`config.mk`:
```
export PLATFORM = sky130hd
export DESIGN_NAME = bram_port_arbiter_flat
export DESIGN_NICKNAME = d
export VERILOG_FILES = /design/src/rtl/bram_port_arbiter_if.sv /design/src/rtl/bram_port_arbiter.sv /design/src/flat_wrapper.sv
export SDC_FILE = /design/constraint.sdc
export NUM_CORES = 1
export LEC_CHECK = 0
export ABC_AREA = 1
export ABC_CLOCK_PERIOD_IN_PS = 1300
export CAP_MARGIN = 20
export CORE_MARGIN = 2
export CORE_UTILIZATION = 35
export DETAILED_ROUTE_END_ITERATION = 10
export GPL_TIMING_DRIVEN = 0
export HOLD_SLACK_MARGIN = 0.12
export PLACE_DENSITY = 0.85
export SLEW_MARGIN = 20
export SYNTH_ARGS = -nofsm -noshare
export SYNTH_HDL_FRONTEND = slang
export SYNTH_SLANG_ARGS = --single-unit
```
`constraint.sdc`:
```
create_clock -name clk -period 1.3 [get_ports clk]
set_input_delay 0.13 -clock clk [delete_from_list [all_inputs] [get_ports clk]]
set_output_delay 0.13 -clock clk [all_outputs]
set_load 0.01 [all_outputs]
```
`src/rtl/bram_port_arbiter_if.sv`:
```
// Requester-side bundle for the BRAM port arbiter.
// master: requester drives req/addr/wstrb/wdata, receives done.
// slave:  arbiter samples req/addr/wstrb/wdata, drives done.
interface bram_port_arbiter_if #(
    parameter int ADDR_WIDTH = 16,
    parameter int DATA_WIDTH = 32
);
    logic                      req;
    logic [ADDR_WIDTH-1:0]     addr;
    logic [DATA_WIDTH/8-1:0]   wstrb;
    logic [DATA_WIDTH-1:0]     wdata;
    logic                      done;

    modport master (
        output req, addr, wstrb, wdata,
        input  done
    );

    modport slave (
        input  req, addr, wstrb, wdata,
        output done
    );
endinterface

```
`src/rtl/bram_port_arbiter.sv`:
```
// Round-robin arbiter sharing one registered BRAM port between M0 and M1.
// Ports: clk, rst (sync, active-high), m0/m1 requester bundles, rdata,
// bram_addr/bram_we/bram_din (registered), bram_dout, busy, owner.
module bram_port_arbiter #(
    parameter int ADDR_WIDTH = 16,
    parameter int DATA_WIDTH = 32
) (
    input  logic                    clk,
    input  logic                    rst,
    bram_port_arbiter_if.slave      m0,
    bram_port_arbiter_if.slave      m1,
    output logic [DATA_WIDTH-1:0]   rdata,
    output logic [ADDR_WIDTH-1:0]   bram_addr,
    output logic [DATA_WIDTH/8-1:0] bram_we,
    output logic [DATA_WIDTH-1:0]   bram_din,
    input  logic [DATA_WIDTH-1:0]   bram_dout,
    output logic                    busy,
    output logic                    owner
);
    localparam int SW = DATA_WIDTH / 8;

    typedef enum logic [1:0] {
        ARB   = 2'd0,
        ISSUE = 2'd1,
        WAIT  = 2'd2
    } state_t;

    state_t                state_q, state_d;
    logic                  owner_q, owner_d;
    logic [ADDR_WIDTH-1:0] addr_q, addr_d;
    logic [SW-1:0]         we_q, we_d;
    logic [DATA_WIDTH-1:0] din_q, din_d;
    logic [DATA_WIDTH-1:0] rdata_q, rdata_d;
    logic [1:0]            done_q, done_d;
    logic                  win;

    always_ff @(posedge clk) begin
        if (rst) begin
            state_q <= ARB;
            owner_q <= 1'b1;
            addr_q  <= '0;
            we_q    <= '0;
            din_q   <= '0;
            rdata_q <= '0;
            done_q  <= '0;
        end else begin
            state_q <= state_d;
            owner_q <= owner_d;
            addr_q  <= addr_d;
            we_q    <= we_d;
            din_q   <= din_d;
            rdata_q <= rdata_d;
            done_q  <= done_d;
        end
    end

    always_comb begin
        state_d = state_q;
        owner_d = owner_q;
        addr_d  = addr_q;
        we_d    = '0;
        din_d   = din_q;
        rdata_d = rdata_q;
        done_d  = '0;
        win     = owner_q;
        unique case (state_q)
            ARB: begin
                if (m0.req || m1.req) begin
                    // On a tie the last owner yields.
                    win     = (m0.req && m1.req) ? ~owner_q : m1.req;
                    owner_d = win;
                    addr_d  = win ? m1.addr  : m0.addr;
                    we_d    = win ? m1.wstrb : m0.wstrb;
                    din_d   = win ? m1.wdata : m0.wdata;
                    state_d = ISSUE;
                end
            end
            ISSUE: begin
                // Writes finish here; reads need one more cycle for dout.
                if (we_q != '0) begin
                    done_d[owner_q] = 1'b1;
                    state_d         = ARB;
                end else begin
                    state_d = WAIT;
                end
            end
            WAIT: begin
                rdata_d         = bram_dout;
                done_d[owner_q] = 1'b1;
                state_d         = ARB;
            end
            default: state_d = ARB;
        endcase
    end

    assign m0.done   = done_q[0];
    assign m1.done   = done_q[1];
    assign rdata     = rdata_q;
    assign bram_addr = addr_q;
    assign bram_we   = we_q;
    assign bram_din  = din_q;
    assign busy      = (state_q != ARB);
    assign owner     = owner_q;
endmodule
```
`src/flat_wrapper.sv`:
```
// flat-port wrapper written by rule: the top's interface ports become plain ports
module bram_port_arbiter_flat 
#(
    parameter int ADDR_WIDTH = 16,
    parameter int DATA_WIDTH = 32
)
  (clk, rst, rdata, bram_addr, bram_we, bram_din, bram_dout, busy, owner, m0_req, m0_addr, m0_wstrb, m0_wdata, m0_done, m1_req, m1_addr, m1_wstrb, m1_wdata, m1_done);
  bram_port_arbiter_if #(.ADDR_WIDTH(ADDR_WIDTH), .DATA_WIDTH(DATA_WIDTH)) m0_i ();
  bram_port_arbiter_if #(.ADDR_WIDTH(ADDR_WIDTH), .DATA_WIDTH(DATA_WIDTH)) m1_i ();
  input  logic clk;
  input  logic rst;
  output logic [DATA_WIDTH-1:0] rdata;
  output logic [ADDR_WIDTH-1:0] bram_addr;
  output logic [DATA_WIDTH/8-1:0] bram_we;
  output logic [DATA_WIDTH-1:0] bram_din;
  input  logic [DATA_WIDTH-1:0] bram_dout;
  output logic busy;
  output logic owner;
  input wire logic [$bits(m0_i.req)-1:0] m0_req;
  input wire logic [$bits(m0_i.addr)-1:0] m0_addr;
  input wire logic [$bits(m0_i.wstrb)-1:0] m0_wstrb;
  input wire logic [$bits(m0_i.wdata)-1:0] m0_wdata;
  output wire logic [$bits(m0_i.done)-1:0] m0_done;
  input wire logic [$bits(m1_i.req)-1:0] m1_req;
  input wire logic [$bits(m1_i.addr)-1:0] m1_addr;
  input wire logic [$bits(m1_i.wstrb)-1:0] m1_wstrb;
  input wire logic [$bits(m1_i.wdata)-1:0] m1_wdata;
  output wire logic [$bits(m1_i.done)-1:0] m1_done;
  assign m0_i.req = m0_req;
  assign m0_i.addr = m0_addr;
  assign m0_i.wstrb = m0_wstrb;
  assign m0_i.wdata = m0_wdata;
  assign m0_done = m0_i.done;
  assign m1_i.req = m1_req;
  assign m1_i.addr = m1_addr;
  assign m1_i.wstrb = m1_wstrb;
  assign m1_i.wdata = m1_wdata;
  assign m1_done = m1_i.done;
  bram_port_arbiter #(.ADDR_WIDTH(ADDR_WIDTH), .DATA_WIDTH(DATA_WIDTH)) u_core (.clk(clk), .rst(rst), .m0(m0_i), .m1(m1_i), .rdata(rdata), .bram_addr(bram_addr), .bram_we(bram_we), .bram_din(bram_din), .bram_dout(bram_dout), .busy(busy), .owner(owner));
endmodule
```
==> flow_metrics.py <==
metrics = {
    "job": {
        "drv_cap": 0,
    },
    "placement": {
        "routabilityCongestion": 0.910,
        "place_inst": 996,
        "io_buffers": 227,
        "place_ws_ps": -470,
        "place_hpwl_um": 10400,
    },
    "critical_path": {
        "worstPathCellList": "inv_4, ha_4, inv_4, nor2_4, buf_8, buf_12, nand2_1, nor2_1, nor2_1",
        "worstSetupPathType": "flip-flop to flip-flop",
        "path_delay_family": "buffers and inverters",
        "slowest_delay_ps": 340,
        "r2r_setup_slack_ps": -70,
        "timing.rr.start": "u_core.state_q[0]",
        "worstPathArrival_ps": 1610,
        "critical_path.slowest_cell": "dfxtp_2",
        "path_buf_inv": 4,
        "rr_worst_depth": 9,
        "crit_path_end_kind": "flip-flop",
        "crit_path_max_fanout": 8,
        "required_ps": 1540,
        "timing.rr.end": "u_core.bram_addr[4]",
        "start_kind": "flip-flop",
    },
    "synthesis": {
        "yosys.area_share.simple": 0.376,
        "syn_avg_cell_area_um2": 6.56,
        "yosys.area.top_type_share": 0.434,
        "netlist_area_um2": 4110,
        "syn_inst": 626,
        "syn-num-nets": 769,
        "synth_compound_area_frac": 0.0810,
        "synth_xor_area_frac": 0,
        "synthTopCellsByArea": "dfxtp_1 43%, nand2_1 17%, nand3_1 10%",
        "ys_seq_elements": 89,
        "yosysTopAreaCell": "dfxtp_1",
        "ys_warn_count": 0,
        "ys_seq_area_frac": 0.434,
        "synthAdderAreaFrac": 0.00914,
        "synth_top_family_by_area": "simple AND/OR/NAND/NOR gates",
        "synth_mux_area_frac": 0,
        "synth.distinct_cells": 20,
    },
    "cts": {
        "hold_buffers": 0,
        "cts_tree": "built",
        "clock_latency_ps": 340,
        "cts_buffers": 9,
        "numClockSinks": 89,
        "htree_levels": 3,
        "clockBufferDepth": 2,
        "clkTransAtPathRegs_ps": 70,
        "clock-root-buffer": "clkbuf_16",
    },
    "die": {
        "die_area_um2": 12600,
        "die_y_um": 112,
        "die_x_um": 112,
        "initial_core_util": 0.360,
        "ios": 228,
        "core_area_um2": 11400,
        "num_rows": 39,
    },
    "detailed_routing": {
        "dr_total_vias": 4813,
        "drc_errors": 0,
        "vias_per_cell": 4.67,
        "dr.pass1.iters": 4,
        "wl_per_cell_um": 13.9,
        "drt_iter0_markers": 323,
        "ant_nets": 0,
        "drt_wl_total_um": 14300,
    },
    "power": {
        "worst_ir_drop_vdd_mv": 1.11,
        "p_sw_frac": 0.314,
        "power_switching_uw": 2740,
        "pwr-share-comb": 0.319,
        "p_int_uw": 5990,
        "p_per_area_nw_per_um2": 1210,
        "p_leak_uw": 0.00377,
        "power.total_uw": 8730,
        "p_seq_frac": 0.374,
        "p_clk_frac": 0.307,
    },
    "grt": {
        "grt_pass1_wl_um": 21600,
        "grt_use_total": 0.215,
        "gr-total-overflow": 0,
        "grt_max_degree": 17,
        "grt_pass1_vias": 4553,
        "antenna_found_initial": 0,
    },
    "final_layout": {
        "syn_to_final_growth_pct": 75.8,
        "final_cells": 1030,
        "drive_gt1_frac": 0.135,
        "n_antenna_cell": 0,
        "final_nets": 1025,
    },
    "timing": {
        "setup_violations": 29,
        "tightest_slew_ps": 418,
        "timing.final.crit_share": 1.06,
        "setup_tns_ps": -1340,
        "fmax_ghz": 0.728,
        "rsz0062_at_grt": "yes",
        "finalWorstSetupSlack_ps": -74.3,
        "slew_headroom": 0.722,
        "slew_viol_final": 0,
        "clock_skew_ps": 9.68,
        "hold_viol_final": 0,
        "hold_slack_ps": 336,
        "fin_crit_ps": 1370,
    },
    "status": {
        "violations": "setup timing",
        "status": "complete, but fails checks",
    },
    "min_path": {
        "min_path_cells": 3,
        "hold_path_class": "input pin to flip-flop",
        "min_to": "u_core.bram_we[1]",
        "hp-start": "m0_wstrb[1]",
    },
}
-- through the flow --
| step | area (µm²) | utilization |
|---|---|---|
| after floorplan | 4120 | - |
| after global placement | 6570 | 0.575 |
| after detailed placement | 6570 | 0.575 |
| after CTS | 7030 | 0.616 |
| after global routing | 7220 | 0.632 |
| final | 7220 | 0.632 |
-- Yosys cell counts, drive strengths merged --
| library cell | count |
|---|---|
| o211ai | 1 |
| buf | 26 |
| nand3 | 83 |
| a211oi | 1 |
| a21boi | 17 |
| nand2 | 192 |
| inv | 56 |
| a21oi | 6 |
| dfxtp | 89 |
| nor2 | 105 |
| ha | 3 |
| o21ai | 32 |
| clkbuf | 15 |
-- power by group through the flow --
| stage | logic [µW] | registers (µW) | clock network, µW |
|---|---|---|---|
| final | 2780 | 3260 | 2680 |
| after floorplan | 1050 | 3490 | 0 |
| after global placement | 2620 | 3320 | 0 |
| after global routing | 3070 | 3300 | 2840 |
| after CTS | 2650 | 3260 | 2720 |
| after detailed placement | 2650 | 3340 | 0 |
-- worst max-delay path by stage --
stage,start,end,cells past startpoint
6_report,u_core.state_q[0],u_core.bram_addr[4],9
2_1_floorplan,u_core.state_q[1],u_core.bram_din[25],9
5_1_grt,u_core.state_q[0],u_core.bram_addr[0],9
4_1_cts,u_core.state_q[0],u_core.bram_addr[15],9
3_3_place_gp,m1_req,u_core.bram_din[14],8
3_5_place_dp,m1_req,u_core.bram_addr[13],6
-- sequential cells by signal, summed over array words and instances, names as in the netlist --
signal / flops
u_core.state_q: 2
u_core.rdata: 32
u_core.owner: 1
u_core.bram_din: 32
u_core.done_q: 2
u_core.bram_addr: 16
u_core.bram_we: 4
-- cells by family after synthesis --
kind of cell / count (synthesis)
simple gates: 380
buf+inv: 97
flops: 89
compound gates: 57
fa+ha+maj: 3
-- cell usage in the layout, fill, tap and decap left out, drive strengths merged, types with 3 or more instances in the layout --
cell and n:
o21ai 32, a21boi 17, dfxtp 89, inv 59, ha 3, dlygate4sd2 88
a21oi 6, nand3 84, nand2 192, buf 43, clkdlybuf4s50 138, clkbuf 25
clkinv 3, nor2 105
-- area by class of cell --
class | count | area (µm²)
well taps | 143 | 179
multi-input cells | 441 | 2110
inverters | 56 | 215
flip-flops and latches | 89 | 1790
plain buffers | 40 | 284
clock buffers | 9 | 225
repair buffers | 245 | 2350
clock inverters | 7 | 75.1
fillers | 1047 | 4200
-- timing repair --
action | CTS | global route
gates resized for setup | 139 | 53
hold endpoints to repair | 0 | 0
setup endpoints to repair | 174 | 87
pin swaps | 8 | 39
buffers inserted | 10 | 4
gates cloned | 3 | 2
-- per-layer routing --
metal | track usage | routed length (µm) | up-vias
li1 | - | - | 2454
met4 | 0.101 | 455 | 0
met1 | 0.236 | 5540 | 2130
met5 | 0 | 0 | -
met3 | 0.0670 | 1270 | 28
met2 | 0.380 | 7020 | 201
-- worst reg2reg max path: cells and delay by family (launching register included) --
kind	cells	cell delay, ps
fa+ha+maj	1	170
flops	1	340
buf+inv	4	420
simple gates	4	350
(Power assumes the default switching activity.)
